$ cat src/rtl/flag_read_unit.sv
// flag_read_unit: forwards carry/zero to decode from EX and a shadow pipeline of in-flight flag writes,
// evaluates the decode flag condition and stalls on an unresolved late (load-type) zero.
module flag_read_unit #(
  parameter int STAGES = 2
) (
  input  logic       clk,
  input  logic       rst,
  input  logic       arch_carry,
  input  logic       arch_zero,
  input  logic       ex_valid,
  input  logic       ex_carry_wr,
  input  logic       ex_zero_wr,
  input  logic       ex_carry,
  input  logic       ex_zero,
  input  logic       ex_zero_late,
  input  logic       mem_zero_valid,
  input  logic       mem_zero,
  input  logic       pipe_stall,
  input  logic       flush_ex,
  input  logic       rd_req,
  input  logic [1:0] rd_cond,
  output logic       carry_fwd,
  output logic       zero_fwd,
  output logic       rd_exec,
  output logic       rd_stall
);
  logic [STAGES-1:0] v_q, cw_q, zw_q, c_q, z_q, zp_q;
  logic [STAGES-1:0] v_d, cw_d, zw_d, c_d, z_d, zp_d;
  logic [STAGES-1:0] zr, zpr;
  logic ex_v, z_unres, cond_ok;
  assign ex_v = ex_valid & ~flush_ex;
  // slot 0 as seen after this cycle's late-zero resolution
  always_comb begin
    zr = z_q;
    zpr = zp_q;
    zr[0] = (zp_q[0] & mem_zero_valid) ? mem_zero : z_q[0];
    zpr[0] = zp_q[0] & ~mem_zero_valid;
  end
  always_comb begin
    v_d = v_q;
    cw_d = cw_q;
    zw_d = zw_q;
    c_d = c_q;
    z_d = zr;
    zp_d = zpr;
    if (!pipe_stall) begin
      for (int i = STAGES - 1; i > 0; i--) begin
        v_d[i] = v_q[i-1];
        cw_d[i] = cw_q[i-1];
        zw_d[i] = zw_q[i-1];
        c_d[i] = c_q[i-1];
        z_d[i] = zr[i-1];
        zp_d[i] = zpr[i-1];
      end
      v_d[0] = ex_v;
      cw_d[0] = ex_v & ex_carry_wr;
      zw_d[0] = ex_v & ex_zero_wr;
      c_d[0] = ex_carry;
      z_d[0] = ex_zero;
      zp_d[0] = ex_v & ex_zero_late & ex_zero_wr;
    end
  end
  always_ff @(posedge clk or posedge rst) begin
    if (rst) begin
      v_q <= '0;
      cw_q <= '0;
      zw_q <= '0;
      c_q <= '0;
      z_q <= '0;
      zp_q <= '0;
    end else begin
      v_q <= v_d;
      cw_q <= cw_d;
      zw_q <= zw_d;
      c_q <= c_d;
      z_q <= z_d;
      zp_q <= zp_d;
    end
  end
  // oldest to youngest so the youngest qualifying writer wins
  always_comb begin
    carry_fwd = arch_carry;
    zero_fwd = arch_zero;
    z_unres = 1'b0;
    for (int i = STAGES - 1; i >= 0; i--) begin
      if (v_q[i] & cw_q[i]) carry_fwd = c_q[i];
      if (v_q[i] & zw_q[i]) begin
        zero_fwd = zr[i];
        z_unres = (i == 0) ? zpr[0] : 1'b0;
      end
    end
    if (ex_v & ex_carry_wr) carry_fwd = ex_carry;
    if (ex_v & ex_zero_wr) begin
      zero_fwd = ex_zero & ~ex_zero_late;
      z_unres = ex_zero_late;
    end
  end
  assign cond_ok = rd_cond[1] ? (rd_cond[0] ? ~carry_fwd & ~zero_fwd : zero_fwd)
                              : (rd_cond[0] ? carry_fwd : 1'b1);
  assign rd_stall = rd_req & rd_cond[1] & z_unres;
  assign rd_exec = ~rd_stall & cond_ok;
  for (genvar g = 1; g < STAGES; g++) begin : g_chk
    always @(posedge clk) if (!rst) assert (!zp_q[g]) else $error("late zero left slot 0 unresolved");
  end
endmodule

$ cat config.mk
export PLATFORM = sky130hd
export DESIGN_NAME = flag_read_unit
export DESIGN_NICKNAME = d
export VERILOG_FILES = /design/src/rtl/flag_read_unit.sv
export SDC_FILE = /design/constraint.sdc
export NUM_CORES = 1
export LEC_CHECK = 0
export ABC_AREA = 1
export CAP_MARGIN = 20
export CORE_AREA = 3 3 43 45
export CTS_CLUSTER_DIAMETER = 120
export CTS_CLUSTER_SIZE = 12
export DETAILED_ROUTE_END_ITERATION = 7
export DIE_AREA = 0 0 46 48
export PLACE_DENSITY = 0.76
export SYNTH_ARGS = -nofsm -noshare
export SYNTH_HDL_FRONTEND = slang
export SYNTH_SLANG_ARGS = --single-unit
$ cat constraint.sdc
create_clock -name clk -period 1.7 [get_ports clk]
set_clock_uncertainty 0.15 [all_clocks]
set_input_delay 0.34 -clock clk [delete_from_list [all_inputs] [get_ports clk]]
set_output_delay 0.34 -clock clk [all_outputs]
set_load 0.02 [all_outputs]
==> reports/qor.yml, run 1 <==
synth_nets: 115
max-cap-violations: 0
cts.htree.levels: 1
fin_cells: 150
numPlacedInstances: 145
regArea_um2: 276.5
postPlaceCellArea_um2: 964.7
critical_path.top_delay_family: "simple AND/OR/NAND/NOR gates"
cp_slowest_stage_delay_ns: 0.42
synth_top_area_share: 0.4183
layout_setup_ws_ns: -0.3323
yosysUniqueCellTypes: 16
antenna_violations_before_repair: 0
critical_path_buf_inv_count: 3
number_of_nets_with_antenna_violations_after_routing: 0
fmax_mhz: 492.1
cp_cell_sequence: "nand2_2 > clkinv_2 > nand3_2 > nand2_2 > a21oi_2 > nand2_1 > nand3_2 > nand2_1 > inv_1 > buf_6"
synth-warning-count: 0
post_route_cells_drive_above_1_share: 0.3284
post-layout-total-power_uw: 663.7
layout_common_cells: "sky130_fd_sc_hd__nand2_1 (28), sky130_fd_sc_hd__inv_1 (15), sky130_fd_sc_hd__buf_4 (11)"
post-route-min-period_ns: 2.032
post_synthesis_average_cell_area_um2: 6.716
totalWireLength_um: 1660
synth_top_area_cell: "sky130_fd_sc_hd__dfrtp_1"
synthesis.instances: 98
cts_sinks: 11
routed-via-count: 724
drt-wirelength-per-cell_um: 11.07
detailed_route_vias_per_instance: 4.827
outcome: "finished, violations left"
period_share: 1.195
timing.final.setup_violations: 4
area_growth_syn_to_layout_pct: 59.51
die_x_um: 46
cts_max_path_buffers: 2
worst_skew_pair_latency_ns: 0.27
placeableCoreArea_mm2: 0.001506
synth_area_um2: 658.1
mostFrequentLayoutCell: "sky130_fd_sc_hd__nand2_1"
first_global_vias: 662
finish.instance_area_mm2: 0.001050
dieArea_mm2: 0.002208
multi_input_area_um2: 342.8
hold_class: "in2async"
failing_checks: "negative setup slack"
final_wtd_congestion: 0.7237
std_cell_rows: 14
vdd.ir_drop.worst_uv: 526.4
grt_setup_unrepaired: "true"
tightest_slew_ns: 0.3957
initial_core_util: 0.4369
cts_tree: "built"
synth-seq-area-share: 0.4183
setup.worst_path.class: "reg2out"
nFillCells: 135
maxSlewHeadroom: 0.7359
clkSlewWorstSetupHoldPaths_ns: 0.07
cts.hold.buffers_added: 0
numCtsBuffers: 3
ports: 21
drt-initial-drc-count: 18
design.final.nets: 152
maximum_number_of_pins_on_one_net_before_global_route_repair: 13
track_usage: 0.1650
n_antenna_cell: 0
power_density_mw_per_mm2: 632.2
critical_path.slowest_cell: "sky130_fd_sc_hd__dfrtp_1"
dp.final_hpwl_um: 1270
worstPathArrival_ns: 1.54
drcViolationCount: 0
cp_data_required_time_ns: 1.21
total_count_of_hold_check_failures_in_the_final_report: 0
cp-end-kind: "output pin"
source_of_the_worst_register_to_register_timing_path: "zp_q[0]"
worstSetupStartpointType: "flip-flop"
crit_start: "v_q[0]"
p_leak_uw: 0.0005559
io_buffer_count: 20
master_cell_of_the_clock_root_buffer: "sky130_fd_sc_hd__clkbuf_4"
grt_overflow: 0
postSynthRegisterBits: 11
detailedRoute.firstPassIterationCount: 4
ys_top_cells_by_area: "sky130_fd_sc_hd__dfrtp_1 (42%), sky130_fd_sc_hd__nand2_1 (18%), sky130_fd_sc_hd__inv_1 (9.1%)"
die_height_um: 48
timing_max_transition_violations_final: 0
grt_pass1_wl_um: 2497
critical_path.max_fanout: 4
[synthesized netlist by cell type]
cell type	instances
sky130_fd_sc_hd__a21oi_1	2
sky130_fd_sc_hd__clkbuf_1	1
sky130_fd_sc_hd__clkinv_1	2
sky130_fd_sc_hd__dfrtp_1	11
sky130_fd_sc_hd__inv_1	16
sky130_fd_sc_hd__inv_2	4
sky130_fd_sc_hd__nand2_1	32
sky130_fd_sc_hd__nand2_2	3
sky130_fd_sc_hd__nand3_1	9
sky130_fd_sc_hd__nand3_2	2
sky130_fd_sc_hd__nand4_1	2
sky130_fd_sc_hd__nor2_1	2
sky130_fd_sc_hd__nor2_2	1
sky130_fd_sc_hd__o21ai_0	8
sky130_fd_sc_hd__o21ai_1	2
sky130_fd_sc_hd__o22ai_1	1
[worst register-to-register path, delay by kind of cell, from the launching register on]
kind	cells	cell delay, ns
AO/OA/AOI/OAI	1	0.16
flip-flops	1	0.38
AND/OR/NAND/NOR	3	0.24
[through the flow]
step                setup TNS, ns    util  setup slack (ns)  hold slack, ns
floorplan                       0       -           0.09942         0.04244
global placement           -3.154  0.6404           -0.9011          0.3274
detailed placement         -3.244  0.6404           -0.9299          0.3310
CTS                       -0.6571  0.6794           -0.3235          0.2215
global route              -0.9458  0.6968           -0.4380          0.2298
finish                    -0.6073  0.6968           -0.3323          0.2063
[registers in the layout, summed over array words and instances (netlist names)]
name,cells
z_q,2
v_q,2
zw_q,2
zp_q,1
cw_q,2
c_q,2
[routing by layer]
layer  wire length (um)  GRT usage  part of all wire  up-vias
met5                  0          0                 0        -
met4                 40     0.1023             0.024        0
met3                 69    0.04511             0.042        4
met2                859     0.2912              0.52       15
met1                691     0.1731              0.42      330
li1                   -          -                 -      375
[what timing repair did]
action / CTS / global route
pin swaps: 15 / 10
gates resized for setup: 44 / 8
setup buffers: 1 / 0
endpoints found under the setup margin: 4 / 4
[final cells by class]
cell class	instances	share of cell area
clock buffer	4	0.02503
inverter	22	0.07986
multi-input combinational	64	0.3266
sequential	11	0.2634
tap	16	0.01907
timing repair buffer	33	0.2861
[logic make-up (layout without fill, tap and decap cells)]
logic type	Yosys count	count (layout)	share of synthesized area
compound gates	13	13	0.1008
buf+inv	23	59	0.1312
flops	11	11	0.4182
simple gates	51	51	0.3498
[path summary, 6_finish.rpt]
kind                       endpoint  slack [ns]  depth (start not counted)
setup reg to reg             z_q[0]        0.69                          4
setup / recovery            rd_exec       -0.33                         10
hold / removal               z_q[1]        0.21                          2
max in group asynchronous    v_q[1]        0.89                          2
hold reg to reg              z_q[1]        0.34                          2
min in group clk             z_q[1]        0.34                          2
[power by group]
part	switching [uW]	total (uW)	internal [uW]	leakage, uW
combinational	92.9	190	97.0	0.000399
clock	85.2	176	90.9	0.0000150
sequential	15.0	298	283	0.000142
(Power assumes the default switching activity.)
==> inputs of run 2 (changes only) <==
CORE_AREA = 2 2 42 44   (was 3 3 43 45)
DIE_AREA = 0 0 44 46   (was 0 0 46 48)
==> run 2 against run 1 <==
Net effect:
- sequential power is essentially flat
- maximum frequency up 3.1%
- worst hold slack improved by 0.0010 ns
- via count shrank 0.41%
- the flow still finishes with violations (negative setup slack)
- final area up 4.2%
==> reports/qor.yml, run 2 (synthesized netlist as in run 1, its figures left out) <==
p_leak_uw: 0.0006032
master_cell_of_the_clock_root_buffer: "sky130_fd_sc_hd__clkbuf_4"
ports: 21
cts_max_path_buffers: 2
placeableCoreArea_mm2: 0.001614
std_cell_rows: 15
cp_data_required_time_ns: 1.21
initial_core_util: 0.4078
drt-initial-drc-count: 9
layout_setup_ws_ns: -0.2710
fin_cells: 153
numPlacedInstances: 145
cts.htree.levels: 1
maximum_number_of_pins_on_one_net_before_global_route_repair: 13
finish.instance_area_mm2: 0.001094
outcome: "finished, violations left"
die_x_um: 44
worstPathArrival_ns: 1.48
drt-wirelength-per-cell_um: 10.49
cts_tree: "built"
vdd.ir_drop.worst_uv: 381.6
drcViolationCount: 0
area_growth_syn_to_layout_pct: 66.16
power_density_mw_per_mm2: 610.9
grt_setup_unrepaired: "true"
number_of_nets_with_antenna_violations_after_routing: 0
maxSlewHeadroom: 0.7196
routed-via-count: 721
post_route_cells_drive_above_1_share: 0.3824
fmax_mhz: 507.3
worst_skew_pair_latency_ns: 0.27
grt_overflow: 0
detailedRoute.firstPassIterationCount: 4
regArea_um2: 276.5
final_wtd_congestion: 0.7052
timing_max_transition_violations_final: 0
hold_class: "in2async"
clkSlewWorstSetupHoldPaths_ns: 0.07
totalWireLength_um: 1605
numCtsBuffers: 3
antenna_violations_before_repair: 0
grt_pass1_wl_um: 2615
multi_input_area_um2: 365.4
io_buffer_count: 20
rr_worst_depth: 4
dp.final_hpwl_um: 1205
design.final.nets: 154
die_height_um: 46
track_usage: 0.1776
tightest_slew_ns: 0.4202
worstSetupStartpointType: "primary input"
critical_path.max_fanout: 2
detailed_route_vias_per_instance: 4.712
postPlaceCellArea_um2: 958.4
n_antenna_cell: 0
first_global_vias: 639
timing.final.setup_violations: 4
cp-end-kind: "output pin"
layout_common_cells: "sky130_fd_sc_hd__nand2_1 (27), sky130_fd_sc_hd__inv_1 (14), sky130_fd_sc_hd__buf_4 (13)"
post-route-min-period_ns: 1.971
post_layout_utilization_of_the_core: 0.6775
cts_sinks: 11
mostFrequentLayoutCell: "sky130_fd_sc_hd__nand2_1"
dieArea_mm2: 0.002024
max-cap-violations: 0
setup.worst_path.class: "in2out"
period_share: 1.159
nFillCells: 130
total_count_of_hold_check_failures_in_the_final_report: 0
failing_checks: "negative setup slack"
-- run 2: stage by stage --
step	hold slack [ns]	setup WS (ns)	total power [uW]	setup TNS, ns
4_1_cts	0.2183	-0.2868	660.4	-0.7819
3_5_place_dp	0.3326	-0.9476	471.5	-3.311
2_1_floorplan	0.04244	0.09942	374.4	0
6_report	0.2073	-0.2710	668.0	-0.6437
3_3_place_gp	0.3258	-0.9148	467.2	-3.180
5_1_grt	0.2515	-0.3616	710.0	-0.9582
-- run 2: layout make-up --
type / count / area share
flip-flops and latches: 11 / 0.2529
repair buffers: 35 / 0.2918
well taps: 17 / 0.01945
inverters: 22 / 0.07780
clock buffers: 4 / 0.02403
multi-input cells: 64 / 0.3341
-- run 2: path summary, 6_finish.rpt --
check                         start  endpoint  slack [ns]
max                        ex_carry   rd_exec       -0.27
min reg2reg                  z_q[1]    z_q[1]        0.34
min                             rst    c_q[1]        0.21
max in group asynchronous       rst    v_q[0]        0.87
min in group clk           ex_valid    v_q[0]        0.24
max reg2reg                 zp_q[0]   zp_q[0]        0.63
-- run 2: where the power goes --
group / internal (uW) / switching (uW) / total (uW)
sequential: 282 / 17.1 / 300
clock: 90.8 / 86.5 / 177
combinational: 98.0 / 93.1 / 191
-- run 2: repair_timing --
action / in CTS / in global routing
hold buffers: 0 / 0
gates resized for setup: 42 / 20
pin swaps: 15 / 13
endpoints found under the setup margin: 4 / 4
buffers inserted: 2 / 2
gates cloned: 0 / 0
-- run 2: worst max-delay path, stage by stage --
cell and delay, ns:
sky130_fd_sc_hd__clkdlybuf4s50_1 0.39, sky130_fd_sc_hd__inv_1 0.07, sky130_fd_sc_hd__nand4_1 0.13, sky130_fd_sc_hd__nand2_2 0.12
sky130_fd_sc_hd__nand2_2 0.04, sky130_fd_sc_hd__o21ai_1 0.11, sky130_fd_sc_hd__inv_1 0.05, sky130_fd_sc_hd__nand2_1 0.07
sky130_fd_sc_hd__inv_2 0.04, sky130_fd_sc_hd__buf_6 0.12
-- run 2: routing by layer --
metal	up-vias	GRT usage	wire length, um
li1	381	-	-
met1	320	0.2383	722
met2	16	0.2794	803
met3	4	0.03571	57
met4	0	0.07273	21
met5	-	0	0
==> inputs of run 3 (changes only) <==
REMOVE_ABC_BUFFERS = 1   (was not set)
==> run 3 against run 2 <==
Net effect:
- the run still ends with negative setup slack left
- sequential power is essentially flat
- worst hold slack lost 0.010 ns
- largest cell class unchanged
- largest power group unchanged
- maximum frequency shrank 3.0%
- combinational power is essentially flat
==> reports/qor.yml, run 3 (synthesized netlist as in run 1, its figures left out) <==
outcome: "finished, violations left"
failing_checks: "negative setup slack"
grt_pass1_wl_um: 2463
fin_cells: 151
drcViolationCount: 0
ports: 21
post_layout_utilization_of_the_core: 0.6581
cts_sinks: 11
setup.worst_path.class: "reg2out"
detailedRoute.firstPassIterationCount: 4
rr_worst_depth: 4
worst-r2r-setup-slack_ns: 0.64
critical_path.slowest_cell: "sky130_fd_sc_hd__dfrtp_1"
drt-initial-drc-count: 16
critical_path.max_fanout: 5
cp_slowest_stage_delay_ns: 0.43
cp-end-kind: "output pin"
area_growth_syn_to_layout_pct: 61.41
first_global_vias: 646
numPlacedInstances: 145
cts_tree: "built"
tightest_slew_ns: 0.4173
cts_max_path_buffers: 2
critical_path.top_delay_family: "simple AND/OR/NAND/NOR gates"
maximum_number_of_pins_on_one_net_before_global_route_repair: 13
worst_skew_pair_latency_ns: 0.28
layout_common_cells: "sky130_fd_sc_hd__nand2_1 (27), sky130_fd_sc_hd__inv_1 (14), sky130_fd_sc_hd__buf_4 (11)"
dieArea_mm2: 0.002024
timing_max_transition_violations_final: 0
vdd.ir_drop.worst_uv: 298.8
number_of_nets_with_antenna_violations_after_routing: 0
max-cap-violations: 0
routed-via-count: 720
detailed_route_vias_per_instance: 4.768
period_share: 1.196
die_height_um: 46
design.final.nets: 152
mostFrequentLayoutCell: "sky130_fd_sc_hd__nand2_1"
master_cell_of_the_clock_root_buffer: "sky130_fd_sc_hd__clkbuf_4"
grt_overflow: 0
dp.final_hpwl_um: 1181
initial_core_util: 0.4078
hold_class: "in2async"
source_of_the_worst_register_to_register_timing_path: "zp_q[0]"
p_leak_uw: 0.0005749
numCtsBuffers: 3
post_route_cells_drive_above_1_share: 0.3582
maxSlewHeadroom: 0.7215
cp_data_required_time_ns: 1.21
critical_path_buf_inv_count: 3
post-route-min-period_ns: 2.032
total_count_of_hold_check_failures_in_the_final_report: 0
final_wtd_congestion: 0.7901
layout_setup_ws_ns: -0.3324
fmax_mhz: 492.0
clkSlewWorstSetupHoldPaths_ns: 0.08
placeableCoreArea_mm2: 0.001614
cell_with_the_most_instances_on_the_worst_path: "sky130_fd_sc_hd__nand2_2"
io_buffer_count: 20
grt_setup_unrepaired: "true"
nFillCells: 142
cts.htree.levels: 1
antenna_violations_before_repair: 0
worstSetupStartpointType: "flip-flop"
n_antenna_cell: 0
post-layout-total-power_uw: 675.1
power_density_mw_per_mm2: 635.5
cp_cell_sequence: "nand2_2 > inv_2 > nand3_2 > nand2_2 > nand2_2 > nand2_2 > nand2_2 > nand3_2 > nand2_1 > inv_2 > buf_6"
die_x_um: 44
track_usage: 0.1692
timing.final.setup_violations: 4
totalWireLength_um: 1610
drt-wirelength-per-cell_um: 10.66
worstPathArrival_ns: 1.54
std_cell_rows: 15
timing.rr.end: "z_q[0]"
run 3: power breakdown:
group	internal [uW]	total, uW	switching (uW)	leakage [uW]
clock network	87.4	188	101	0.0000177
logic	97.2	188	90.7	0.000415
registers	282	299	16.7	0.000142
run 3: timing repair:
action	CTS	global route
pin swaps	16	12
setup buffers	1	2
hold buffers	0	0
resized for setup	41	12
setup endpoints to repair	4	4
run 3: how the worst max path moves through the flow:
stage                   end      from  cells past startpoint  slack [ns]
global route        rd_exec    v_q[0]                     11       -0.40
detailed placement  rd_exec  ex_valid                     12       -0.92
global placement    rd_exec  ex_valid                     12       -0.90
finish              rd_exec    v_q[0]                     11       -0.33
CTS                 rd_exec    v_q[1]                     11       -0.34
floorplan           rd_exec    v_q[0]                     10         0.1
run 3: cell type report:
cell class                 count  area, um2  share of cell area
timing repair buffer          33      309.0              0.2909
sequential                    11      276.5              0.2603
clock inverter                 1      5.005            0.004711
tap                           17      21.27             0.02002
multi-input combinational     64      345.3              0.3251
inverter                      22      82.58             0.07774
clock buffer                   3      22.52             0.02120
run 3: metal layers:
layer  part of all wire  global-route usage  vias to the layer above
met4              0.029              0.1091                        0
met5                  0                   0                        -
li1                   -                   -                      376
met1               0.45              0.1887                      327
met2               0.49              0.3000                       12
met3              0.028             0.02381                        5
run 3: stage by stage:
step | cell area [um2] | setup slack (ns) | hold slack [ns] | setup TNS (ns)
after floorplan | 654.4 | 0.09942 | 0.04244 | 0
after global placement | 958.4 | -0.8999 | 0.3231 | -3.145
after detailed placement | 958.4 | -0.9240 | 0.3402 | -3.274
after CTS | 1022 | -0.3360 | 0.2101 | -0.7692
after global routing | 1062 | -0.4005 | 0.2714 | -1.033
final | 1062 | -0.3324 | 0.1969 | -0.8003
